File: src/rtl/fp16_add_sequencer.sv
// rtl/fp16_add_sequencer.sv - multi-cycle half-precision add/sub sequencer
// Truncating adder; zero-exponent operands flush to zero, saturation to infinity on exponent overflow.
module fp16_add_sequencer #(
  parameter int EXP_W     = 5,
  parameter int MAN_W     = 10,
  parameter int ALIGN_CAP = 12
) (
  input  logic                     clk,
  input  logic                     reset,
  input  logic                     start,
  input  logic [EXP_W+MAN_W:0]     a,
  input  logic [EXP_W+MAN_W:0]     b,
  output logic                     ready,
  output logic [EXP_W+MAN_W:0]     result,
  output logic                     done,
  output logic                     overflow
);
  localparam int W  = 1 + EXP_W + MAN_W;
  localparam int M  = MAN_W + 1;
  localparam int DW = $clog2(ALIGN_CAP + 1);

  typedef enum logic [2:0] {S_IDLE, S_ALIGN, S_ADD, S_NORM, S_DONE} state_t;

  state_t           r_state, w_state_next;
  logic             r_sign, r_sub, r_c, r_ovf;
  logic [EXP_W-1:0] r_exp;
  logic [M-1:0]     r_mant_a, r_mant_b, r_sum;
  logic [DW-1:0]    r_d;
  logic [W-1:0]     r_result;

  logic             w_sign_a, w_sign_b, w_a_ge;
  logic [EXP_W-1:0] w_exp_a, w_exp_b, w_big_exp, w_small_exp, w_diff;
  logic [M-1:0]     w_mant_a, w_mant_b;
  logic [DW-1:0]    w_d;

  assign w_sign_a = a[W-1];
  assign w_sign_b = b[W-1];
  assign w_exp_a  = a[W-2 -: EXP_W];
  assign w_exp_b  = b[W-2 -: EXP_W];
  assign w_mant_a = (w_exp_a == '0) ? '0 : {1'b1, a[MAN_W-1:0]};
  assign w_mant_b = (w_exp_b == '0) ? '0 : {1'b1, b[MAN_W-1:0]};

  // Larger magnitude always goes to the A side so subtraction never goes negative.
  assign w_a_ge      = {w_exp_a, w_mant_a} >= {w_exp_b, w_mant_b};
  assign w_big_exp   = w_a_ge ? w_exp_a : w_exp_b;
  assign w_small_exp = w_a_ge ? w_exp_b : w_exp_a;
  assign w_diff      = w_big_exp - w_small_exp;
  assign w_d         = (w_diff > EXP_W'(ALIGN_CAP)) ? DW'(ALIGN_CAP) : DW'(w_diff);

  logic [M:0]   w_carry;
  logic [M-1:0] w_b_op, w_add_sum;

  // Ripple mantissa adder; subtraction is A + ~B + 1.
  always_comb begin
    w_b_op     = r_sub ? ~r_mant_b : r_mant_b;
    w_carry    = '0;
    w_carry[0] = r_sub;
    w_add_sum  = '0;
    for (int i = 0; i < M; i++) begin
      w_add_sum[i]   = r_mant_a[i] ^ w_b_op[i] ^ w_carry[i];
      w_carry[i+1]   = (r_mant_a[i] & w_b_op[i]) | (w_carry[i] & (r_mant_a[i] ^ w_b_op[i]));
    end
  end

  logic [EXP_W-1:0] w_exp_inc, w_exp_dec;
  logic             w_ovf_hit, w_uf_hit, w_sum_zero;

  assign w_exp_inc  = r_exp + 1'b1;
  assign w_exp_dec  = r_exp - 1'b1;
  assign w_ovf_hit  = &w_exp_inc;
  assign w_uf_hit   = (w_exp_dec == '0);
  assign w_sum_zero = (r_sum == '0);

  always_ff @(posedge clk or posedge reset) begin
    if (reset) r_state <= S_IDLE;
    else       r_state <= w_state_next;
  end

  always_comb begin
    w_state_next = r_state;
    case (r_state)
      S_IDLE:  if (start) w_state_next = S_ALIGN;
      S_ALIGN: if (r_d == '0) w_state_next = S_ADD;
      S_ADD:   w_state_next = S_NORM;
      S_NORM: begin
        if (r_c) begin
          if (w_ovf_hit) w_state_next = S_DONE;
        end else if (w_sum_zero) begin
          w_state_next = S_DONE;
        end else if (!r_sum[M-1]) begin
          if (w_uf_hit) w_state_next = S_DONE;
        end else begin
          w_state_next = S_DONE;
        end
      end
      S_DONE:  w_state_next = S_IDLE;
      default: w_state_next = S_IDLE;
    endcase
  end

  always_ff @(posedge clk or posedge reset) begin
    if (reset) begin
      r_sign   <= 1'b0;
      r_sub    <= 1'b0;
      r_c      <= 1'b0;
      r_ovf    <= 1'b0;
      r_exp    <= '0;
      r_mant_a <= '0;
      r_mant_b <= '0;
      r_sum    <= '0;
      r_d      <= '0;
      r_result <= '0;
    end else begin
      case (r_state)
        S_IDLE: if (start) begin
          r_sign   <= w_a_ge ? w_sign_a : w_sign_b;
          r_sub    <= w_sign_a ^ w_sign_b;
          r_exp    <= w_big_exp;
          r_mant_a <= w_a_ge ? w_mant_a : w_mant_b;
          r_mant_b <= w_a_ge ? w_mant_b : w_mant_a;
          r_d      <= w_d;
        end
        S_ALIGN: if (r_d != '0) begin
          r_mant_b <= r_mant_b >> 1;
          r_d      <= r_d - 1'b1;
        end
        S_ADD: begin
          r_sum <= w_add_sum;
          r_c   <= r_sub ? 1'b0 : w_carry[M];
        end
        S_NORM: begin
          if (r_c) begin
            r_sum <= {1'b1, r_sum[M-1:1]};
            r_exp <= w_exp_inc;
            r_c   <= 1'b0;
            if (w_ovf_hit) begin
              r_result <= {r_sign, {EXP_W{1'b1}}, {MAN_W{1'b0}}};
              r_ovf    <= 1'b1;
            end
          end else if (w_sum_zero) begin
            r_result <= '0;
            r_ovf    <= 1'b0;
          end else if (!r_sum[M-1]) begin
            r_sum <= r_sum << 1;
            r_exp <= w_exp_dec;
            if (w_uf_hit) begin
              r_result <= {r_sign, {(W-1){1'b0}}};
              r_ovf    <= 1'b0;
            end
          end else begin
            r_result <= {r_sign, r_exp, r_sum[MAN_W-1:0]};
            r_ovf    <= 1'b0;
          end
        end
        default: ;
      endcase
    end
  end

  assign ready    = (r_state == S_IDLE);
  assign done     = (r_state == S_DONE);
  assign overflow = done & r_ovf;
  assign result   = r_result;
endmodule

File: config.mk
export PLATFORM = sky130hd
export DESIGN_NAME = fp16_add_sequencer
export DESIGN_NICKNAME = d
export VERILOG_FILES = /design/src/rtl/fp16_add_sequencer.sv
export SDC_FILE = /design/constraint.sdc
export NUM_CORES = 1
export LEC_CHECK = 0
export BUFFER_PORTS_ARGS = -buffer_cell sky130_fd_sc_hd__buf_2
export CORE_MARGIN = 2
export CORE_UTILIZATION = 63
export CTS_CLUSTER_SIZE = 10
export DETAILED_ROUTE_END_ITERATION = 12
export GPL_TIMING_DRIVEN = 0
export PLACE_DENSITY = 0.85
export SYNTH_ARGS = -nofsm -noshare
export SYNTH_HDL_FRONTEND = slang
export SYNTH_SLANG_ARGS = --single-unit
File: constraint.sdc
create_clock -name clk -period 10.25 [get_ports clk]
set_input_delay 2.5625 -clock clk [delete_from_list [all_inputs] [get_ports clk]]
set_output_delay 2.5625 -clock clk [all_outputs]
set_load 0.02 [all_outputs]
==> results of run 1 <==
-- registers in the layout, summed over array words and instances, names as in the netlist --
register	flops
r_d	4
result	16
r_sub	1
r_mant_a	11
r_exp	5
r_mant_b	11
r_state	3
r_ovf	1
r_sum	11
r_c	1
r_sign	1
-- routing by layer --
metal,track usage,vias up
met5,0,-
met4,0.128,0
met3,0.0532,30
met2,0.537,158
met1,0.385,1994
li1,-,2068
-- through the flow --
stage / utilization / worst slack [ns] / hold WS, ns
after floorplan: - / 4.19 / 0.444
after global placement: 0.715 / 3.29 / 0.456
after global routing: 0.746 / 3.18 / 0.513
final: 0.746 / 3.54 / 0.478
after detailed placement: 0.718 / 3.26 / 0.467
after CTS: 0.746 / 3.61 / 0.482
-- worst max-delay path: stages --
cell      delay [ns]
buf_2           0.09
inv_1           0.09
nand3_1         0.09
clkbuf_1        0.35
clkbuf_1        0.38
nand2_1         0.13
ha_1            0.30
a21oi_1         0.23
o211ai_1        0.19
a31oi_1         0.39
nand3_1         0.22
clkbuf_1        0.29
buf_1           0.28
nor2_1          0.14
a21oi_1         0.09
ha_1            0.23
nand3_1         0.09
o221ai_1        0.21
xor2_1          0.24
o31a_1          0.31
-- cells by family after synthesis --
logic type,after synthesis,synth area share
and+or+nand+nor,200,0.205
AOI/OAI and AO/OA,164,0.220
buffers and inverters,67,0.0575
DFF,65,0.360
adders and majority gates,32,0.105
xor gates and xnor gates,17,0.0329
muxes,9,0.0202
-- synthesized netlist by cell type, types with 2 or more instances --
master / number / area share
a31oi_1: 6 / 0.0083
nor4_1: 3 / 0.0041
clkbuf_1: 28 / 0.023
ha_1: 22 / 0.061
a21oi_1: 57 / 0.063
and3_1: 3 / 0.0041
buf_1: 4 / 0.0033
a21o_1: 8 / 0.013
inv_1: 32 / 0.027
nand4_1: 2 / 0.0028
nor2_1: 39 / 0.032
nor2b_1: 3 / 0.0041
o31ai_1: 2 / 0.0033
nand3_1: 20 / 0.022
nor3_1: 11 / 0.012
o31a_1: 2 / 0.0039
and2_1: 14 / 0.019
nand2_1: 85 / 0.071
mux2i_1: 8 / 0.018
nor3b_1: 10 / 0.017
a221oi_1: 2 / 0.0039
dfrtp_1: 65 / 0.36
xnor2_1: 15 / 0.029
o211ai_1: 3 / 0.0050
a22oi_1: 2 / 0.0033
or3_1: 5 / 0.0069
fa_1: 10 / 0.044
o21ai_0: 49 / 0.054
xor2_1: 2 / 0.0039
a2bb2oi_1: 4 / 0.0077
o311ai_1: 2 / 0.0039
a211oi_1: 18 / 0.030
-- cell usage in the layout, fill, tap and decap left out, types with 15 or more instances in the layout --
master    Yosys  layout
inv_1        32      31
buf_2         1      54
xnor2_1      15      15
a21oi_1      57      57
a211oi_1     18      18
o21ai_0      49      49
nand2_1      85      85
clkbuf_1     28      28
nand3_1      20      20
dfrtp_1      65      65
nor2_1       39      39
ha_1         22      22
-- how the worst max path moves through the flow --
stage / endpoint / slack (ns) / cells after the start
2_1_floorplan: r_d[0] / 4.19 / 19
3_3_place_gp: r_d[2] / 3.29 / 20
3_5_place_dp: r_d[2] / 3.26 / 20
4_1_cts: r_d[2] / 3.61 / 20
5_1_grt: r_d[2] / 3.18 / 20
6_report: r_d[2] / 3.54 / 20
-- power by group --
part / leakage, nW / switching [W] / total [W] / internal [W]
clock network: 0.0981 / 0.0000971 / 0.000214 / 0.000117
logic: 1.46 / 0.000476 / 0.000781 / 0.000305
registers: 0.814 / 0.000104 / 0.000475 / 0.000371
-- area by class of cell --
class,count,area share
flip-flops and latches,65,0.317
multi-input cells,422,0.515
well taps,96,0.0234
clock buffers,10,0.0269
plain buffers,34,0.0266
repair buffers,54,0.0557
inverters,33,0.0242
clock inverters,5,0.0110
==> results_dict.tcl, run 1 <==
set metrics [dict create \
    drt.antenna.violating_nets 0 \
    synth_nets 621 \
    grt_pass1_vias 4129 \
    die_w_um 88.7 \
    placement.cell_area_um2 4930 \
    synthFlopType "dfrtp_1" \
    portBuffers 53 \
    fin_crit_sh 0.655 \
    post-cts-setup-buffer-count 0 \
    wl_met3_um 578 \
    synth_seq_area_share 0.360 \
    drt-initial-drc-count 282 \
    clkLatencyLatePin_ns 0.34 \
    syn-cell-area_um2 4520 \
    drt_wl_total_um 11400 \
    drc 0 \
    critPathRequiredTime_ns 10.47 \
    endpoint_kind "flop" \
    fmax_mhz 149 \
    wl_met2_um 5620 \
    regToRegStartpoint "r_sub" \
    min_path_cells 2 \
    hold_path_class "reg2reg" \
    cts_buffers 9 \
    synthCells 554 \
    reg2reg_depth 17 \
    cts_sinks 65 \
    seq_area_um2 1630 \
    slew_headroom 0.545 \
    multiInputGateArea_um2 2640 \
    startpoint_type "primary input" \
    num_antenna_cells 0 \
    ys_ff_latch 65 \
    yosysWarnings 0 \
    die_area_um2 7880 \
    wl_per_cell_um 15.9 \
    synthDistinctLibCells 50 \
    met1Wirelength_um 4960 \
    area_growth_pct 13.2 \
    track_usage 0.311 \
    crit_start "b[13]" \
    grt_first_pass_wirelength_um 19200 \
    dr_total_vias 4250 \
    grt.overflow.total 0 \
    syn_avg_cell_area_um2 8.17 \
    antenna_found_initial 0 \
    synthArstFlopShare 1.00 \
    status "complete, no violations" \
    min_to "result[10]" \
    htreeDepth 3 \
    critical_path_class "in2reg" \
    cts_resized 0 \
    clockBufferDepth 2 \
    p_per_area_nw_per_um2 287 \
    rr_endpoint "r_c" \
    gp_congestion 0.880 \
    start_util 0.659 \
    nFillCells 529 \
    hp-start "result[10]" \
    timing.final.max_slew_violations 0 \
    top_layer "met4" \
    clk_pin_slew_worst_paths_ns 0.07 \
    rsz0062_at_grt "false" \
    r2r_setup_slack_ns 4.86 \
    maxCapViolCount 0 \
    tightest_slew_ns 0.682 \
    grt_max_degree 38 \
    cp.arrival_ns 6.93 \
    num_rows 30 \
    viasPerCell 5.91 \
    cts_root_buffer "clkbuf_8" \
    ir_worst_vdd_mv 0.0996 \
    synth_enable_flop_cells 0 \
    tns_ns 0 \
    tritoncts "done" \
    post-place-cells 704 \
    fin_nets 686 \
    drive_above_1_share 0.127 \
    worstPathMaxFanout 10 \
    hold_viol 0 \
    fin_area_um2 5120 \
    dpl.hpwl_um 8760 \
    total_power_w 0.00147 \
    fin_skew_ns 0.0122 \
    period_needed_ns 6.71 \
    coreArea_um2 6870 \
    cellLeakagePower_nw 2.37 \
    instances_no_fill 719 \
    setup_viol 0 \
    die_h_um 88.7 \
    pin_count 54 \
    cts_hold_repair.buffers 0 \
    firstDrtPassIters 5 \
]
Power figures use the tool's default switching activity.
==> run 2: changes to the inputs <==
- ABC_AREA: not set -> 1
- CORE_UTILIZATION: 63 -> 53
- PLACE_DENSITY: 0.85 -> 0.77
- clock period: 10.25 -> 5.6 ns (I/O delays scaled with it)
==> run 2 against run 1 <==
  * Register-to-register slack worse by 4.5 ns
  * Clock-buffer cell count unchanged
  * Routed wire length shrank 1.7%
  * Highest routed layer unchanged
  * Via count grew 3.0%
  * Utilization down 12 points
  * Critical path depth shrank 2
  * Critical path type is now reg2reg
  * Hold slack worse by 0.0069 ns
==> results_dict.tcl, run 2 <==
set metrics [dict create \
    wl_per_cell_um 14.5 \
    drt_wl_total_um 11200 \
    cts_root_buffer "clkbuf_8" \
    die_w_um 96.4 \
    coreArea_um2 8260 \
    synth_area_leaders "dfrtp_1, nand2_1, o21ai_0" \
    clk_pin_slew_worst_paths_ns 0.07 \
    die_h_um 96.4 \
    fmax_mhz 189 \
    ys_ff_latch 65 \
    cp.arrival_ns 5.47 \
    post-place-cells 762 \
    syn_avg_cell_area_um2 7.51 \
    nFillCells 742 \
    worstPathMaxFanout 10 \
    final_core_util 0.623 \
    synth_enable_flop_cells 0 \
    synth_commonest_cells "nand2_1, inv_1, o21ai_0, dfrtp_1, nor2_1" \
    layout_commonest_cell "nand2_1" \
    grt_max_degree 37 \
    track_usage 0.260 \
    firstDrtPassIters 6 \
    antenna_found_initial 0 \
    cts_sinks 65 \
    drt.antenna.violating_nets 0 \
    hold_path_class "reg2reg" \
    cts_hold_repair.buffers 0 \
    final_cell_mix "nand2_1, inv_1, o21ai_0" \
    fin_skew_ns 0.0132 \
    die_area_um2 9300 \
    portBuffers 53 \
    synthFlopType "dfrtp_1" \
    num_antenna_cells 0 \
    dpl.hpwl_um 8670 \
    drt-initial-drc-count 156 \
    p_per_area_nw_per_um2 598 \
    synthArstFlopShare 1.00 \
    pin_count 54 \
    grt_pass1_vias 4088 \
    gp_congestion 0.877 \
    setup_viol 0 \
    total_power_w 0.00308 \
    tns_ns 0 \
    critPathRequiredTime_ns 5.79 \
    status "complete, no violations" \
    grt.overflow.total 0 \
    drc 0 \
    syn-cell-area_um2 4530 \
    hold_viol 0 \
    synth_most_common_cell "nand2_1" \
    yosysTopAreaCell "dfrtp_1" \
    fin_nets 735 \
    rsz0062_at_grt "false" \
    cellLeakagePower_nw 2.63 \
    period_needed_ns 5.28 \
    dr_total_vias 4378 \
    drive_above_1_share 0.139 \
    multiInputGateArea_um2 2480 \
    cts_buffers 9 \
    startpoint_type "flop" \
    synthCells 603 \
    synth_nets 670 \
    fin_crit_sh 0.942 \
    fin_hold_ws_ns 0.472 \
    num_rows 33 \
    maxCapViolCount 0 \
    yosysTopAreaCellShare 0.359 \
    endpoint_kind "flop" \
    area_growth_pct 13.7 \
    grt_first_pass_wirelength_um 18800 \
    slew_headroom 0.516 \
    tightest_slew_ns 0.721 \
    min_path_cells 2 \
    reg2reg_depth 18 \
    synth_seq_area_share 0.359 \
    clockBufferDepth 2 \
    viasPerCell 5.64 \
    instances_no_fill 776 \
    critical_path_class "reg2reg" \
    htreeDepth 3 \
    r2r_setup_slack_ns 0.32 \
    timing.final.max_slew_violations 0 \
    largest_reg_flops 16 \
    start_util 0.548 \
    clkLatencyLatePin_ns 0.34 \
    tritoncts "done" \
    yosysWarnings 0 \
    synthDistinctLibCells 41 \
    seq_area_um2 1630 \
    ir_worst_vdd_mv 0.324 \
]
-- run 2: cell count changes after synthesis, moves of 14 or more --
cell      change
nand2_1      +41
nand3_1      +18
a21oi_1      -33
inv_1        +45
and2_1       -14
o21ai_0      +21
a211oi_1     -17
-- run 2: cell type report --
cell class | count | area share
Buffer | 26 | 0.0233
Sequential cell | 65 | 0.316
Multi-Input combinational cell | 431 | 0.482
Timing Repair Buffer | 54 | 0.0554
Tap cell | 105 | 0.0255
Inverter | 81 | 0.0591
Clock buffer | 10 | 0.0248
Clock inverter | 4 | 0.0136
-- run 2: power by group --
| part | total [W] | internal, W | switching (W) | leakage, nW |
|---|---|---|---|---|
| combinational | 0.00178 | 0.000694 | 0.00108 | 1.74 |
| sequential | 0.000874 | 0.000703 | 0.000171 | 0.793 |
| clock | 0.000424 | 0.000245 | 0.000179 | 0.102 |
-- run 2: metal layers --
metal / global-route usage / part of all wire / vias to the layer above
li1: - / - / 2141
met1: 0.339 / 0.45 / 2037
met2: 0.442 / 0.47 / 187
met3: 0.0434 / 0.069 / 13
met4: 0.0857 / 0.015 / 0
met5: 0 / 0 / -
-- run 2: final timing paths --
kind / end / startpoint
worst max-delay path: r_sum[10] / r_sub
worst min-delay path: result[1] / result[1]
worst max register to register: r_sum[10] / r_sub
worst min register to register: result[1] / result[1]
max in group asynchronous: r_d[0] / reset
min in group asynchronous: result[12] / reset
-- run 2: repair_timing --
item / in CTS / in global routing
setup buffers: 0 / 0
resized for setup: 0 / 3
setup endpoints to repair: 0 / 2
-- run 2: critical path, cell delays in order, from the launching register on --
cell,delay (ns)
dfrtp_1,0.33
clkbuf_1,0.19
clkbuf_4,0.28
xnor2_1,0.11
fa_1,0.41
fa_1,0.40
fa_1,0.40
fa_1,0.41
fa_1,0.40
fa_1,0.39
fa_1,0.37
inv_1,0.08
fa_1,0.17
inv_1,0.06
fa_1,0.38
fa_1,0.49
nand2_1,0.06
o31ai_1,0.09
a31oi_1,0.13
-- run 2: kinds of logic (layout without fill, tap and decap cells) --
logic type,Yosys count,in the layout,share of synthesized area
DFF,65,65,0.359
and+or+nand+nor,236,236,0.222
adders and majority gates,32,32,0.105
buffers and inverters,107,175,0.0929
AOI/OAI and AO/OA,146,146,0.188
xor gates and xnor gates,17,17,0.0329
-- run 2: metrics by stage --
step                area (um^2)  worst slack (ns)
floorplan                  4530             0.439
global placement           4920             0.162
detailed placement         4940            0.0293
CTS                        5140            0.0121
global route               5140            0.0340
finish                     5140             0.323
==> run 3: changes to the inputs <==
- CORE_MARGIN: 2 -> not set
==> run 3 against run 2 <==
  * Hold slack better by 0.0079 ns
  * Worst setup slack worse by 0.044 ns
  * First-iteration DRC count rose by 63%
  * Utilization increased by 0.67 points
  * Maximum frequency shrank 0.83%
  * Combinational power hardly changed
  * Sequential share of layout area is 0.33 points lower
  * Design area up 1.1%
  * Register-to-register slack worse by 0.04 ns
  * Critical path depth unchanged
  * Via count is 0.64% higher
  * Global-route usage increased by 2.9 points
==> results_dict.tcl, run 3 (synthesis gave the netlist of run 2 again) <==
set metrics [dict create \
    status "complete, no violations" \
    clkLatencyLatePin_ns 0.35 \
    grt_pass1_vias 4294 \
    hp-start "result[6]" \
    seq_power_share 0.275 \
    fin_area_um2 5200 \
    p_per_area_nw_per_um2 614 \
    clk_pin_slew_worst_paths_ns 0.07 \
    slew_headroom 0.513 \
    critPathRequiredTime_ns 5.82 \
    largest_reg_flops 16 \
    layout_commonest_cell "nand2_1" \
    final_cell_mix "nand2_1, inv_1, o21ai_0" \
    viasPerCell 5.66 \
    clockBufferDepth 2 \
    tightest_slew_ns 0.725 \
    hold_path_class "reg2reg" \
    fin_crit_sh 0.950 \
    min_path_cells 2 \
    firstDrtPassIters 5 \
    cp.arrival_ns 5.54 \
    placement.cell_area_um2 4940 \
    startpoint_type "flop" \
    die_area_um2 8920 \
    nFillCells 774 \
    fin_nets 735 \
    pin_count 54 \
    cellLeakagePower_nw 2.65 \
    maxCapViolCount 0 \
    timing.final.max_slew_violations 0 \
    grt_first_pass_wirelength_um 19900 \
    coreArea_um2 8260 \
    critical_path_class "reg2reg" \
    cts_root_buffer "clkbuf_8" \
    portBuffers 53 \
    hold_viol 0 \
    combPwrFrac 0.567 \
    dpl.hpwl_um 9050 \
    tritoncts "done" \
    rr_endpoint "r_sum[10]" \
    grt_max_degree 43 \
    num_antenna_cells 0 \
    regToRegStartpoint "r_sub" \
    area_growth_pct 14.9 \
    num_rows 33 \
    drt.antenna.violating_nets 0 \
    post-cts-setup-buffer-count 0 \
    cts_hold_repair.buffers 0 \
    r2r_setup_slack_ns 0.28 \
    fmax_mhz 188 \
    setup_viol 0 \
    drive_above_1_share 0.143 \
    wl_per_cell_um 15.2 \
    drc 0 \
    internal_power_w 0.00171 \
    total_power_w 0.00319 \
    htreeDepth 3 \
    die_w_um 94.4 \
    p_clk_frac 0.158 \
    fin_hold_ws_ns 0.479 \
    endpoint_kind "flop" \
    drt_wl_total_um 11800 \
    antenna_found_initial 0 \
    die_h_um 94.4 \
    worstPathMaxFanout 10 \
    switching_share 0.465 \
    track_usage 0.289 \
    reg2reg_depth 18 \
    drt-initial-drc-count 255 \
    p_switching_w 0.00148 \
    ir_worst_vdd_mv 0.264 \
    gp_congestion 0.917 \
    min_to "result[6]" \
    rsz0062_at_grt "false" \
    dr_total_vias 4406 \
    cts_buffers 9 \
    period_needed_ns 5.32 \
    fin_skew_ns 0.00767 \
    start_util 0.548 \
    cts_sinks 65 \
    grt.overflow.total 0 \
]
## run 3: changes by cell type in the layout (fill, tap and decap cells not counted)
| cell | before | now |
|---|---|---|
| clkinv_2 | 2 | 0 |
| clkinvlp_4 | 0 | 1 |
| clkbuf_1 | 18 | 17 |
| clkbuf_8 | 9 | 10 |
| clkinv_4 | 0 | 2 |
| bufinv_16 | 2 | 3 |
## run 3: worst max-delay path by stage
stage	start	cells past startpoint	to	slack, ns
floorplan	r_sub	18	r_sum[10]	0.44
global placement	r_sub	18	r_sum[10]	0.15
detailed placement	r_sub	18	r_sum[10]	-0.02
CTS	r_sub	18	r_sum[10]	0.24
global route	r_sub	18	r_sum[10]	0.05
finish	r_sub	18	r_sum[10]	0.28
## run 3: what timing repair did
| item | in CTS | in global routing |
|---|---|---|
| gates resized for setup | 1 | 1 |
| setup endpoints to repair | 1 | 1 |
| gates cloned | 0 | 0 |
## run 3: power groups by stage
stage               clock network (W)  logic [W]  registers (W)
floorplan                           0    0.00129       0.000896
global placement                    0    0.00170       0.000866
detailed placement                  0    0.00177       0.000879
CTS                          0.000506    0.00179       0.000873
global route                 0.000529    0.00206       0.000904
finish                       0.000504    0.00181       0.000877
## run 3: critical path, cell delays in order (launching register included)
cell	delay (ns)
dfrtp_1	0.33
clkbuf_1	0.19
clkbuf_4	0.29
xnor2_1	0.13
fa_1	0.43
fa_1	0.40
fa_1	0.39
fa_1	0.39
fa_1	0.40
fa_1	0.40
fa_1	0.39
inv_1	0.08
fa_1	0.15
inv_1	0.05
fa_1	0.39
fa_1	0.50
nand2_1	0.07
o31ai_1	0.10
a31oi_1	0.12
## run 3: stage by stage
stage                util  instances  worst slack, ns  setup TNS, ns
finish              0.630        778            0.279              0
global route        0.630        778           0.0538              0
CTS                 0.629        778            0.244              0
detailed placement  0.599        762          -0.0218        -0.0218
global placement    0.596        761            0.150              0
floorplan               -        603            0.439              0
## run 3: final cells by class
class                   count  area, um^2  area share
flip-flops and latches     65        1630       0.313
clock buffers              10         138      0.0265
plain buffers              26         120      0.0231
inverters                  81         304      0.0585
clock inverters             6         115      0.0221
repair buffers             54         285      0.0549
multi-input cells         431        2480       0.477
well taps                 105         131      0.0253
## run 3: routing by layer
layer  GRT usage  up-vias  wire [um]
met5           0        -          0
li1            -     2141          -
met3      0.0628       28        773
met4       0.109        0        259
met2       0.479      177       5670
met1       0.369     2060       5120
